$ cat config.mk
export PLATFORM = sky130hd
export DESIGN_NAME = fu_wb_arbiter_flat
export DESIGN_NICKNAME = d
export VERILOG_FILES = /design/src/rtl/fu_wb_if.sv /design/src/rtl/fu_wb_arbiter.sv /design/src/flat_wrapper.sv
export SDC_FILE = /design/constraint.sdc
export NUM_CORES = 1
export LEC_CHECK = 0
export ABC_AREA = 0
export CAP_MARGIN = 10
export CORE_ASPECT_RATIO = 2
export CORE_UTILIZATION = 42
export CTS_CLUSTER_DIAMETER = 200
export DETAILED_ROUTE_END_ITERATION = 10
export GPL_ROUTABILITY_DRIVEN = 0
export HOLD_SLACK_MARGIN = 0.12
export MAX_ROUTING_LAYER = met4
export PLACE_DENSITY = 0.77
export SLEW_MARGIN = 20
export SYNTH_ARGS = -nofsm -noshare
export SYNTH_HDL_FRONTEND = slang
export SYNTH_SLANG_ARGS = --single-unit
$ cat constraint.sdc
create_clock -name clk -period 4.55 [get_ports clk]
set_input_delay 0.455 -clock clk [delete_from_list [all_inputs] [get_ports clk]]
set_output_delay 0.455 -clock clk [all_outputs]
set_load 0.01 [all_outputs]
$ cat src/rtl/fu_wb_if.sv
// Writeback bus between the functional-unit completion ports and the register-file write port.
// master = FU side / environment, slave = writeback arbiter.
interface fu_wb_if #(
  parameter int NUM_FU = 5
);
  logic [NUM_FU-1:0]    fu_finish;
  logic [32*NUM_FU-1:0] fu_res;
  logic [5*NUM_FU-1:0]  fu_rd;
  logic                 wb_en;
  logic [4:0]           wb_rd;
  logic [31:0]          wb_data;
  logic [2:0]           wb_fu;
  logic [NUM_FU-1:0]    fu_pending;
  logic                 overflow;

  modport master (
    output fu_finish, fu_res, fu_rd,
    input  wb_en, wb_rd, wb_data, wb_fu, fu_pending, overflow
  );

  modport slave (
    input  fu_finish, fu_res, fu_rd,
    output wb_en, wb_rd, wb_data, wb_fu, fu_pending, overflow
  );
endinterface

$ cat src/rtl/fu_wb_arbiter.sv
// Writeback arbiter: captures one-cycle FU completions into per-FU holding slots and
// drives a single register-file write per cycle (fixed priority or round-robin).

module fu_wb_slot (
  input  logic        clk,
  input  logic        rst,
  input  logic        fin_i,
  input  logic        gnt_i,
  input  logic [31:0] res_i,
  input  logic [4:0]  rd_i,
  output logic        vld_o,
  output logic [31:0] data_o,
  output logic [4:0]  rd_o,
  output logic        ovf_o
);
  logic        vld_q, vld_d;
  logic [31:0] data_q, data_d;
  logic [4:0]  rd_q, rd_d;
  logic        take, load;

  // A write to r0 is architecturally a no-op, so it never occupies the slot.
  // A slot being drained this cycle can accept a new result on the same edge.
  always_comb begin
    take   = fin_i && (rd_i != 5'd0);
    load   = take && (!vld_q || gnt_i);
    vld_d  = load || (vld_q && !gnt_i);
    data_d = load ? res_i : data_q;
    rd_d   = load ? rd_i  : rd_q;
    ovf_o  = take && vld_q && !gnt_i;
  end

  always_ff @(posedge clk or posedge rst) begin
    if (rst) begin
      vld_q  <= 1'b0;
      data_q <= '0;
      rd_q   <= '0;
    end else begin
      vld_q  <= vld_d;
      data_q <= data_d;
      rd_q   <= rd_d;
    end
  end

  assign vld_o  = vld_q;
  assign data_o = data_q;
  assign rd_o   = rd_q;
endmodule

module fu_wb_arbiter #(
  parameter int NUM_FU = 5,
  parameter bit RR_EN  = 1'b0
) (
  input  logic   clk,
  input  logic   rst,
  fu_wb_if.slave bus
);
  localparam int IDX_W = (NUM_FU > 1) ? $clog2(NUM_FU) : 1;

  logic [NUM_FU-1:0]           slot_vld;
  logic [NUM_FU-1:0]           slot_ovf;
  logic [NUM_FU-1:0]           gnt_oh;
  logic [NUM_FU-1:0][31:0]     slot_data;
  logic [NUM_FU-1:0][4:0]      slot_rd;

  logic [IDX_W-1:0]            ptr_q, ptr_d;
  logic                        ovf_q, ovf_d;
  logic [IDX_W-1:0]            base;
  logic [IDX_W-1:0]            gnt_idx;
  logic                        gnt_any;
  int                          scan;

  genvar g;
  generate
    for (g = 0; g < NUM_FU; g++) begin : g_slot
      fu_wb_slot u_slot (
        .clk    (clk),
        .rst    (rst),
        .fin_i  (bus.fu_finish[g]),
        .gnt_i  (gnt_oh[g]),
        .res_i  (bus.fu_res[32*g +: 32]),
        .rd_i   (bus.fu_rd[5*g +: 5]),
        .vld_o  (slot_vld[g]),
        .data_o (slot_data[g]),
        .rd_o   (slot_rd[g]),
        .ovf_o  (slot_ovf[g])
      );
    end
  endgenerate

  // Search starts at the pointer in round-robin mode and at 0 in fixed mode,
  // wrapping so every slot is visited once.
  always_comb begin
    base    = RR_EN ? ptr_q : '0;
    gnt_any = 1'b0;
    gnt_idx = '0;
    gnt_oh  = '0;
    scan    = 0;
    for (int k = 0; k < NUM_FU; k++) begin
      scan = int'(base) + k;
      if (scan >= NUM_FU) scan = scan - NUM_FU;
      if (!gnt_any && slot_vld[IDX_W'(scan)]) begin
        gnt_any = 1'b1;
        gnt_idx = IDX_W'(scan);
      end
    end
    if (gnt_any) gnt_oh[gnt_idx] = 1'b1;
  end

  always_comb begin
    ptr_d = ptr_q;
    if (RR_EN && gnt_any)
      ptr_d = (gnt_idx == IDX_W'(NUM_FU - 1)) ? '0 : gnt_idx + 1'b1;
    ovf_d = ovf_q || (|slot_ovf);
  end

  always_ff @(posedge clk or posedge rst) begin
    if (rst) begin
      ptr_q <= '0;
      ovf_q <= 1'b0;
    end else begin
      ptr_q <= ptr_d;
      ovf_q <= ovf_d;
    end
  end

  assign bus.wb_en      = gnt_any;
  assign bus.wb_rd      = gnt_any ? slot_rd[gnt_idx]   : 5'd0;
  assign bus.wb_data    = gnt_any ? slot_data[gnt_idx] : 32'd0;
  assign bus.wb_fu      = gnt_any ? 3'(gnt_idx)        : 3'd0;
  assign bus.fu_pending = slot_vld;
  assign bus.overflow   = ovf_q;
endmodule
$ cat src/flat_wrapper.sv
// flat-port wrapper written by rule: the top's interface ports become plain ports
module fu_wb_arbiter_flat 
#(
  parameter int NUM_FU = 5,
  parameter bit RR_EN  = 1'b0
)
  (clk, rst, bus_fu_finish, bus_fu_res, bus_fu_rd, bus_wb_en, bus_wb_rd, bus_wb_data, bus_wb_fu, bus_fu_pending, bus_overflow);
  fu_wb_if #(.NUM_FU(NUM_FU)) bus_i ();
  input  logic clk;
  input  logic rst;
  input wire logic [$bits(bus_i.fu_finish)-1:0] bus_fu_finish;
  input wire logic [$bits(bus_i.fu_res)-1:0] bus_fu_res;
  input wire logic [$bits(bus_i.fu_rd)-1:0] bus_fu_rd;
  output wire logic [$bits(bus_i.wb_en)-1:0] bus_wb_en;
  output wire logic [$bits(bus_i.wb_rd)-1:0] bus_wb_rd;
  output wire logic [$bits(bus_i.wb_data)-1:0] bus_wb_data;
  output wire logic [$bits(bus_i.wb_fu)-1:0] bus_wb_fu;
  output wire logic [$bits(bus_i.fu_pending)-1:0] bus_fu_pending;
  output wire logic [$bits(bus_i.overflow)-1:0] bus_overflow;
  assign bus_i.fu_finish = bus_fu_finish;
  assign bus_i.fu_res = bus_fu_res;
  assign bus_i.fu_rd = bus_fu_rd;
  assign bus_wb_en = bus_i.wb_en;
  assign bus_wb_rd = bus_i.wb_rd;
  assign bus_wb_data = bus_i.wb_data;
  assign bus_wb_fu = bus_i.wb_fu;
  assign bus_fu_pending = bus_i.fu_pending;
  assign bus_overflow = bus_i.overflow;
  fu_wb_arbiter #(.NUM_FU(NUM_FU), .RR_EN(RR_EN)) u_core (.clk(clk), .rst(rst), .bus(bus_i));
endmodule
==> flow_metrics.tcl <==
set metrics [dict create \
    clock-root-buffer "clkbuf_16" \
    syn-instance-count 543 \
    drtAntennaViolNets 0 \
    cts.clk_slew.worst_paths_ns 0.06 \
    fin_tns_setup_ns 0 \
    gr-total-overflow 0 \
    endpoint "bus_wb_data[20]" \
    die_w_microns 94.9 \
    fmax_mhz 267 \
    timing.max_cap.violations 0 \
    insertion_delay_ns 0.43 \
    endpoint_kind "primary output" \
    r2r-end "u_core.g_slot[1].u_slot.data_o[21]" \
    p_comb_share_pct 22.6 \
    irDropWorstVdd_mv 0.231 \
    numCtsBuffers 17 \
    htreeDepth 4 \
    initial_core_util_pct 43.0 \
    ys_ff_latch 154 \
    wire_per_inst_microns 20.4 \
    rsz0062_at_grt "no" \
    grtUsageMet3_pct 3.20 \
    grt_pass1_wl_microns 30600 \
    drt_first_iter_violations 237 \
    ios 239 \
    rrSetupSlack_ns 1.74 \
    totalWireLength_microns 19400 \
    clock_sinks 154 \
    cts_resized 0 \
    reg2reg_depth 4 \
    yosys_warnings 0 \
    worst_r2r_startpoint "u_core.g_slot[0].u_slot.vld_o" \
    vias 5243 \
    switching_share_pct 25.8 \
    worst_pin_slew_ns 1.01 \
    final-hold-violation-count 0 \
    cts_tree "done" \
    power.switching_mw 1.12 \
    hold_buffers 0 \
    grt_pass1_vias 5961 \
    clockBufferDepth 2 \
    skew_ns 0.00820 \
    synth_area_per_cell_sq_um 13.3 \
    gr-usage-all-layers_pct 23.7 \
    hold-worst-slack_ns 0.439 \
    min_path_type "in -> async" \
    layout_min_cycle_time_ns 3.74 \
    setup_viol 0 \
    drc_errors 0 \
    cellInternalPower_mw 3.21 \
    grt_max_degree 130 \
    startpoint "u_core.g_slot[2].u_slot.vld_o" \
    antenna_found_initial 3 \
    critPathKind "reg -> out" \
    yosysSeqAreaShare_pct 53.2 \
    crit_arrival_ns 3.28 \
    crit_path_max_fanout 42 \
    syn_nets 735 \
    startpoint_type "flop" \
    power_leakage_nw 4.29 \
    grt.met2_usage_pct 40.2 \
    grtUsageMet1_pct 24.7 \
    grt.busiest_layer "met2" \
    area_delta_synth_final_pct 37.2 \
    port_buffers 205 \
    nNetsFinal 919 \
    post-route-util_pct 59.0 \
    die_y_microns 188 \
    synth_area_sq_um 7250 \
    rows 67 \
    drtPass1Iterations 4 \
    dp_hpwl_microns 13300 \
    fin_crit_sh_pct 82.2 \
    timing_max_transition_violations_final 0 \
    yosysUniqueCellTypes 32 \
    max-slew-margin-rel_pct 32.4 \
    pwr_density_cell_nw_per_um2 435 \
    pwr-share-seq_pct 43.3 \
    die_area_sq_um 17800 \
    coreArea_sq_um 16800 \
    drive_gt1_share_pct 25.3 \
    status "completed" \
    required_ns 4.09 \
    cts_setup_buffers 0 \
    power.share.clock_pct 34.1 \
    avgViaCountPerCell 5.52 \
]
[per-stage QoR]
| stage | total power [mW] | cell area [sq um] | cells | setup slack (ns) |
|---|---|---|---|---|
| 3_5_place_dp | 2.87 | 9330 | 915 | 1.24 |
| 4_1_cts | 4.35 | 9940 | 947 | 0.782 |
| 3_3_place_gp | 2.81 | 9330 | 915 | 1.29 |
| 2_1_floorplan | 2.47 | 7250 | 543 | 2.15 |
| 5_1_grt | 4.51 | 9950 | 950 | 0.668 |
| 6_report | 4.33 | 9950 | 950 | 0.810 |
[how the worst min path moves through the flow]
stage                                     from                                 end  slack, ns
3_3_place_gp   u_core.g_slot[0].u_slot.rd_o[3]     u_core.g_slot[0].u_slot.rd_o[3]       0.46
4_1_cts                                    rst  u_core.g_slot[3].u_slot.data_o[15]       0.44
2_1_floorplan  u_core.g_slot[0].u_slot.rd_o[4]     u_core.g_slot[0].u_slot.rd_o[4]       0.45
6_report                                   rst  u_core.g_slot[0].u_slot.data_o[18]       0.44
5_1_grt                                    rst  u_core.g_slot[3].u_slot.data_o[18]       0.51
3_5_place_dp   u_core.g_slot[0].u_slot.rd_o[1]     u_core.g_slot[0].u_slot.rd_o[1]       0.47
[routing by layer]
metal	up-vias	part of all wire, %	wire (microns)
li1	2336	-	-
met1	2640	36	7010
met2	199	55	10600
met3	68	3.6	694
met4	0	5.8	1130
met5	-	0	0
[power by group through the flow]
stage	combinational [mW]	sequential, mW	clock (mW)
after floorplan	0.651	1.82	0
after global placement	0.950	1.86	0
final	0.978	1.87	1.47
after global routing	1.05	1.90	1.55
after detailed placement	0.978	1.89	0
after CTS	0.989	1.87	1.49
[Yosys cell counts]
cell type	number	share of area, %
o21ai_0	2	0.14
clkbuf_1	21	1.1
buf_1	4	0.21
nor2b_1	3	0.26
mux2_4	60	12
nor2_1	5	0.26
dfrtp_1	154	53
and2_1	1	0.086
a21oi_1	35	2.4
a21boi_1	1	0.10
conb_1	1	0.052
or4_1	4	0.41
nor3_1	2	0.14
o221a_2	1	0.16
a221o_1	35	4.8
mux2_2	78	12
inv_1	2	0.10
buf_12	6	1.7
a221oi_1	2	0.24
o21ai_2	2	0.24
o31ai_1	3	0.31
o211ai_1	1	0.10
nand2_1	57	3.0
nand2_2	1	0.086
buf_2	4	0.28
buf_4	10	1.0
nand2b_1	3	0.26
a41oi_1	1	0.12
a22o_1	6	0.73
nand3b_1	35	3.6
o21ai_1	1	0.069
buf_6	2	0.31
[worst max-delay path, cell delays in order, from the launching register on]
cell,delay [ns]
dfrtp_2,0.69
nor2b_1,0.46
and2_1,0.48
buf_4,0.42
a221o_1,0.21
clkdlybuf4s50_1,0.56
[flip-flops by register name (all words and copies together), names as in the netlist]
signal / count
u_core.bus.overflow: 1
u_core.g_slot.u_slot.data_o: 128
u_core.g_slot.u_slot.rd_o: 20
u_core.g_slot.u_slot.vld_o: 5
[cells in the final DEF (no fill, tap or decap), types with 6 or more instances in the layout]
cell,n
a221o_1,35
nand2_1,57
clkinvlp_4,6
mux2_4,60
clkdlybuf4s50_1,205
dfrtp_1,151
clkbuf_16,17
nand3b_1,35
mux2_2,78
a21oi_1,35
a22o_1,6
[layout make-up]
cell class / instances / area, sq um
diodes: 3 / 7.51
clock inverters: 13 / 168
multi-input cells: 340 / 3070
fillers: 1339 / 6900
inverters: 2 / 11.3
flip-flops and latches: 154 / 3860
well taps: 207 / 259
repair buffers: 212 / 2130
clock buffers: 19 / 443
[logic make-up after synthesis]
family / after synthesis / synth area share (%)
muxes: 138 / 24.6
DFF: 154 / 53.2
and+or+nand+nor: 111 / 8.08
AOI/OAI and AO/OA: 90 / 9.46
other: 1 / 0.0517
buffers and inverters: 49 / 4.68
Note: power is estimated with default switching activity, not from simulation.
